==> src/rtl/fetch_unit.sv <==
// Instruction fetch stage: issues word reads to the ROM, buffers returned words
// in a small prefetch FIFO and presents {instr, pc} to decode over valid/ready.
module fetch_unit #(
    parameter logic [31:0] RESET_VECTOR = 32'h0800_0000,
    parameter logic [31:0] ROM_BASE     = 32'h0800_0000,
    parameter logic [31:0] ROM_SIZE     = 32'h0010_0000,
    parameter int          FIFO_DEPTH   = 2
) (
    input  logic        clock,
    input  logic        reset_n,
    output logic [31:0] rom_address,
    output logic        rom_write_enable,
    output logic [31:0] rom_data_in,
    input  logic [31:0] rom_data_out,
    input  logic        branch_valid,
    input  logic [31:0] branch_target,
    output logic        instr_valid,
    input  logic        instr_ready,
    output logic [31:0] instr,
    output logic [31:0] instr_pc,
    output logic        fetch_fault
);
    localparam int PTR_W = $clog2(FIFO_DEPTH);
    localparam int CW    = PTR_W + 2;
    localparam logic [CW-1:0] DEPTH_C = CW'(FIFO_DEPTH);

    typedef enum logic {S_FETCH, S_FAULT} state_t;
    state_t state, state_nxt;

    logic [31:0]      fetch_pc, in_flight_pc;
    logic             in_flight;
    logic [PTR_W-1:0] rd_ptr, wr_ptr;
    logic [PTR_W:0]   count;
    logic [31:0]      fifo_instr [FIFO_DEPTH];
    logic [31:0]      fifo_pc    [FIFO_DEPTH];

    logic             pc_legal, issue, push, pop;
    logic [CW-1:0]    credit_used;

    assign rom_address      = fetch_pc;
    assign rom_write_enable = 1'b0;
    assign rom_data_in      = 32'h0;

    // Subtraction form avoids overflow of ROM_BASE + ROM_SIZE near the top of the map.
    assign pc_legal = (fetch_pc[1:0] == 2'b00) && (fetch_pc >= ROM_BASE) &&
                      ((fetch_pc - ROM_BASE) < ROM_SIZE);

    assign instr_valid = (count != '0);
    assign pop         = instr_valid & instr_ready;
    assign push        = in_flight & ~branch_valid;
    assign instr       = instr_valid ? fifo_instr[rd_ptr] : 32'h0;
    assign instr_pc    = instr_valid ? fifo_pc[rd_ptr]    : 32'h0;
    assign fetch_fault = (state == S_FAULT);

    // A slot freed by this cycle's pop is creditable now: its refill lands two
    // edges later, so streaming at one word per cycle cannot overflow.
    assign credit_used = CW'(count) + CW'(in_flight) - CW'(pop);
    assign issue = (state == S_FETCH) && !branch_valid && pc_legal &&
                   (credit_used < DEPTH_C);

    always_comb begin
        state_nxt = state;
        if (branch_valid)
            state_nxt = S_FETCH;
        else if (state == S_FETCH && !pc_legal)
            state_nxt = S_FAULT;
    end

    always_ff @(posedge clock or negedge reset_n) begin
        if (!reset_n) begin
            state        <= S_FETCH;
            fetch_pc     <= RESET_VECTOR;
            in_flight_pc <= 32'h0;
            in_flight    <= 1'b0;
        end else begin
            state     <= state_nxt;
            in_flight <= issue;
            if (branch_valid) begin
                fetch_pc <= branch_target;
            end else if (issue) begin
                fetch_pc     <= fetch_pc + 32'd4;
                in_flight_pc <= fetch_pc;
            end
        end
    end

    always_ff @(posedge clock or negedge reset_n) begin
        if (!reset_n) begin
            rd_ptr <= '0;
            wr_ptr <= '0;
            count  <= '0;
        end else if (branch_valid) begin
            rd_ptr <= '0;
            wr_ptr <= '0;
            count  <= '0;
        end else begin
            if (push) wr_ptr <= wr_ptr + 1'b1;
            if (pop)  rd_ptr <= rd_ptr + 1'b1;
            case ({push, pop})
                2'b10:   count <= count + 1'b1;
                2'b01:   count <= count - 1'b1;
                default: count <= count;
            endcase
        end
    end

    // Storage needs no reset: outputs are gated by instr_valid.
    always_ff @(posedge clock) begin
        if (push) begin
            fifo_instr[wr_ptr] <= rom_data_out;
            fifo_pc[wr_ptr]    <= in_flight_pc;
        end
    end
endmodule

==> config.mk <==
export PLATFORM = sky130hd
export DESIGN_NAME = fetch_unit
export DESIGN_NICKNAME = d
export VERILOG_FILES = /design/src/rtl/fetch_unit.sv
export SDC_FILE = /design/constraint.sdc
export NUM_CORES = 1
export LEC_CHECK = 0
export ABC_AREA = 1
export BUFFER_PORTS_ARGS = -buffer_cell sky130_fd_sc_hd__buf_2
export CORE_AREA = 2 2 117 165
export DETAILED_ROUTE_END_ITERATION = 12
export DIE_AREA = 0 0 119 167
export PLACE_DENSITY = 0.69
export SETUP_SLACK_MARGIN = 0.4
export SYNTH_ARGS = -nofsm -noshare
export SYNTH_HDL_FRONTEND = slang
export SYNTH_SLANG_ARGS = --single-unit
==> constraint.sdc <==
create_clock -name clock -period 4.1 [get_ports clock]
set_input_delay 0.41 -clock clock [delete_from_list [all_inputs] [get_ports clock]]
set_output_delay 0.41 -clock clock [all_outputs]
set_load 0.01 [all_outputs]
Word-level counts from Yosys, hierarchy flattened --
Memory sizes are Yosys's and may differ from the RTL's. Index checks and enable logic that the tools add are counted.
Operators by class: add/subtract/negate cells 8, magnitude comparators 3, equality and inequality tests 2, mux-type cells 14, bitwise gates (word level) 4, reductions and logical operators 16
Operator list (number):
- $mux 32 | 4
- $add 32x3->32 const B | 1
- $ge 32x28->1 const B | 1
- $lt 32x21->1 const B | 1
- $sub 32x28->32 const B | 1
- $reduce_bool 2->1 | 5
- $mux 1 | 8
- $logic_and 1x1->1 | 6
- $pmux 2 s2 | 1
- $add 2x1->3 | 1
- $lt 3x2->1 const B | 1
- $reduce_bool 3->1 | 1
- $sub 3x1->3 | 1
- $add 1x1->1 const B | 2
- $add 2x1->2 const B | 1
- $and 1x1->1 | 2
- $eq 2x1->1 const B | 1
- $eq 2x2->1 const B | 1
- $logic_not 1->1 | 2
- $logic_not 2->1 | 1
- $mux 2 | 1
- $not 1->1 | 2
- $reduce_and 2->1 | 1
- $sub 2x1->2 const B | 1
Storage, ports and cells: bits in registers 70, bits in writable memories 128, input bits 68, output and inout bits 131, word-level logic and storage cells 56, memories 2
Memories:
- fifo_instr | depth 2, bits a word 32, rd ports 1, clocked after Yosys merged registers in 0, wr ports 1, RTL line 34 | logic [31:0] fifo_instr [FIFO_DEPTH];
- fifo_pc | depth 2, bits a word 32, rd ports 1, clocked after Yosys merged registers in 0, wr ports 1, RTL line 35 | logic [31:0] fifo_pc [FIFO_DEPTH];

Logic depth before layout (Yosys ltp) --
depth after elaboration 7, mapped depth 13, mapped depth without buffers 12

Worst setup path before layout --
Ideal clock, no wire load.
path type in2reg, from input port branch_valid, to memory fifo_instr[0][0], enable pin, library setup time 0.486 ns, arrival time 3.289 ns, data required time 3.614 ns, slack 0.325 ns, stages on the path 3, buffers on the path 0, cell sequence nor2_1 -> inv_1 -> nor2_1
Between the ends: word-level cells in the longest chain between the ends 4
RTL lines:
- start, declared | RTL line 15 | input logic branch_valid,
- $not 1->1 (no line)
- $and 1x1->1 | RTL line 50 | assign push = in_flight & ~branch_valid;
- $mux 1 | RTL line 109 | if (push) begin
- $mux 1 (not written as such) | RTL line 110 | fifo_instr[wr_ptr] <= rom_data_out;
- end, declared | RTL line 34
No other way between the ends.

Final worst setup path --
from register count[1], to register fetch_pc[11] (netlist: rom_address[11])
Between the ends: word-level cells in the longest chain between the ends 6, elaborated cells on any way between the ends 7, classes of those cells 2 x add/sub; 1 x order compare; 1 x bitwise; 3 x reduce/logical
RTL lines:
- start, declared | RTL line 33 | logic [PTR_W:0] count;
- start signal, assigned | RTL line 100 | 2'b10: count <= count + 1'b1;
- start signal, assigned | RTL line 101 | 2'b01: count <= count - 1'b1;
- start signal, assigned | RTL line 102 | default: count <= count;
- parallel branches: the longest is 2 deep, another holds $add 2x1->3
- $sub 3x1->3 (*) | RTL line 57 | assign credit_used = CW'(count) + CW'(in_flight) - CW'(pop);
- $lt 3x2->1 (*) | RTL line 59 | (credit_used < DEPTH_C);
- $logic_and 1x1->1 (*) | RTL line 58 | assign issue = (state == S_FETCH) && !branch_valid && pc_legal &&
- $reduce_bool 2->1 (no line) (*)
- end signal, assigned | RTL line 79 | fetch_pc <= branch_target;
- end signal, assigned | RTL line 81 | fetch_pc <= fetch_pc + 32'd4;
- end, declared | RTL line 30 | logic [31:0] fetch_pc, in_flight_pc;
Mark *: on every way between the ends. A chain may end at the register's enable or synchronous reset.

==> run summary <==
Run status - finished, final reports clean
Global route hottest layer - met2
Ant diodes - 0
Clk pin slew, worst setup/hold paths - 70 ps
Net Sw Frac - 28.7%
Residual DRC - 0
Sequential area share after synthesis - 67.1%
Design Power - 4.59 mW
Seq pwr share - 48.3%
Cell Rows - 59
Port Buffer Count - 165
Number of buffers added for setup after CTS - 0
Combinational Power Share - 17.5%
Worst setup margin - 1210 ps
RSZ-0062 raised after global routing - no
Clock Latency Late Sink - 420 ps
EDFF count, synth - 128
Fin area - 9840 um2
Sw power - 1.32 mW
Via count - 5,890
Pleak - 4.36 nW
Routed WL per cell - 14.3 um
Crit path kind - reg -> reg
Fill cells - 1,676
Largest net degree at the start of global routing - 71
Core Area - 18,400 um2
Die width - 119 um
Max-cap viol count - 0
Area delta synth->final - 17.9%
Internal reg-to-reg setup slack - 1210 ps
Clock root cell - clkbuf_16
Final ANT Viol Nets - 0
I/O pins - 199
CTS tree - done
Crit path required time - 4460 ps
Placer Congestion - 0.827
Most frequent cells in the layout - nand2_1, buf_2, edfxtp_1, dfrtp_1, a21oi_1
Hold Slack - 86.8 ps
R2R cell count - 12
Number of global-route vias before repair - 5,695
Critical Path AT - 3260 ps
Placed cell areas - 9280 um2
Post-Synthesis Cell Area - 8350 um2
First-pass iteration count of the detailed router - 5
Final Non-Filler Cells - 1,215
Max frequency - 346 MHz
Final wirelength - 17.4 mm
All-layer global routing usage - 17.9%
Post-synth ARST share - 35.4%
Via density - 4.85
Distinct cells, synth - 30
Final HPWL DP - 11.1 mm
GR Util met3 - 3.18%
Initial antenna violation count - 0
Worst R2R End - rom_address[11]
Yosys reg bits - 198
Post-synthesis cell count - 802
Worst relative slew slack - 39.8%
Initial DRC count - 290
Worst vdd ir - 0.000277 V
Number of buffers created by CTS - 17
Share of cells above drive strength 1 - 22.5%
Die Span Y - 167 um
Slew Limit Fails - 0
Met1 GRT Util - 21.9%
Dpl cells - 1,183
H-tree depth - 4
Part of the power in the clock network - 34.2%
Die area - 19,900 um2
Warnings, synthesis - 0
Tmin final - 2890 ps
Hold-fix buffers, CTS - 0
Clock sinks - 198
Ys flop type - edfxtp_1
Syn Area/Cell - 10.4 um2
Crit path max fanout - 26
Pre-CTS WS - 1140 ps
GR Util met2 - 30.2%
Initial Util - 45.4%
Final Hold Fails - 0
Internal Pwr Total - 3.28 mW
Critical path endpoint category - flip-flop
R2R Path Start - count[1]
Tightest Pin Transition - 903 ps
Fin crit share - 70.6%
First-pass GRT wire length - 28.0 mm
Skew final - 7.12 ps
Post-layout util - 53.5%
Pwr dens - 467 nW/um2
Most common cell after layout, fill and taps aside - nand2_1
Worst Setup Start Kind - flip-flop
Worst min-delay path class - in -> async
Setup Total Neg Slack - 0 ps
Total grt overflow - 0
Clk buf depth - 2
Final setup fails - 0
Final nets - 1,031
CTS resizes - 0
power groups by stage:
| stage | combinational [mW] | clock (mW) | sequential [mW] |
|---|---|---|---|
| after detailed placement | 0.817 | 0 | 2.26 |
| final | 0.806 | 1.57 | 2.22 |
| after global placement | 0.807 | 0 | 2.26 |
| after CTS | 0.820 | 1.61 | 2.22 |
| after floorplan | 0.478 | 0 | 2.26 |
| after global routing | 0.898 | 1.69 | 2.23 |
area by class of cell:
cell class	count	area, um2	share of cell area (%)
clock inverter	14	128	1.30
multi-input combinational	518	2300	23.4
inverter	50	188	1.91
sequential	198	5600	56.9
tap	244	305	3.10
timing repair buffer	173	888	9.03
clock buffer	18	429	4.36
synth_stat cells (5+ instances only):
master    number  share of area, %
a21oi_1       65               3.9
o21ai_0       13              0.78
nor2_1        50               2.2
dfrtp_1       69                21
nand2_1      254                11
inv_1         46               2.1
clkbuf_1      18              0.81
o21ai_1       24               1.4
nand4_1        5              0.37
buf_1         10              0.45
xor2_1         7              0.73
edfxtp_1     128                46
nand3_1       52               3.1
buf_4         35               3.1
per-layer routing:
metal | vias up | wire length (um)
li1 | 2898 | -
met3 | 37 | 690
met2 | 186 | 8750
met1 | 2769 | 7360
met4 | 0 | 611
met5 | - | 0
worst max path at each step:
stage / from / endpoint / slack [ps] / cells past startpoint
final: count[1] / rom_address[11] / 1210 / 12
after global routing: count[1] / rom_address[11] / 860 / 12
after CTS: count[1] / rom_address[11] / 1190 / 12
after detailed placement: instr_ready / rom_address[11] / 1140 / 13
after global placement: instr_ready / rom_address[11] / 1170 / 13
after floorplan: branch_valid / fifo_instr[0][0] / 320 / 3
flip-flops by register name (all words and copies together) (netlist names):
signal and count:
count 2, fetch_fault 1, fifo_instr 64, fifo_pc 64, in_flight 1, in_flight_pc 32
rd_ptr 1, rom_address 32, wr_ptr 1
logic make-up after synthesis:
group | count (synthesis) | share of synthesized area, %
AOI/OAI and AO/OA | 103 | 6.21
xor gates and xnor gates | 8 | 0.840
adders and majority gates | 5 | 0.840
buffers and inverters | 118 | 7.03
DFF | 198 | 67.1
other | 1 | 0.0449
and+or+nand+nor | 369 | 18.0
critical path, stage by stage, from the launching register on:
cell	delay, ps
dfrtp_1	450
nor2_4	40
nor2_1	230
ha_1	290
nor2_1	130
fa_1	410
nor2_1	90
nand2_1	50
nor2_1	140
inv_1	90
nor2_4	570
o21ai_0	190
nand3_1	110
Note: power is estimated with default switching activity, not from simulation.
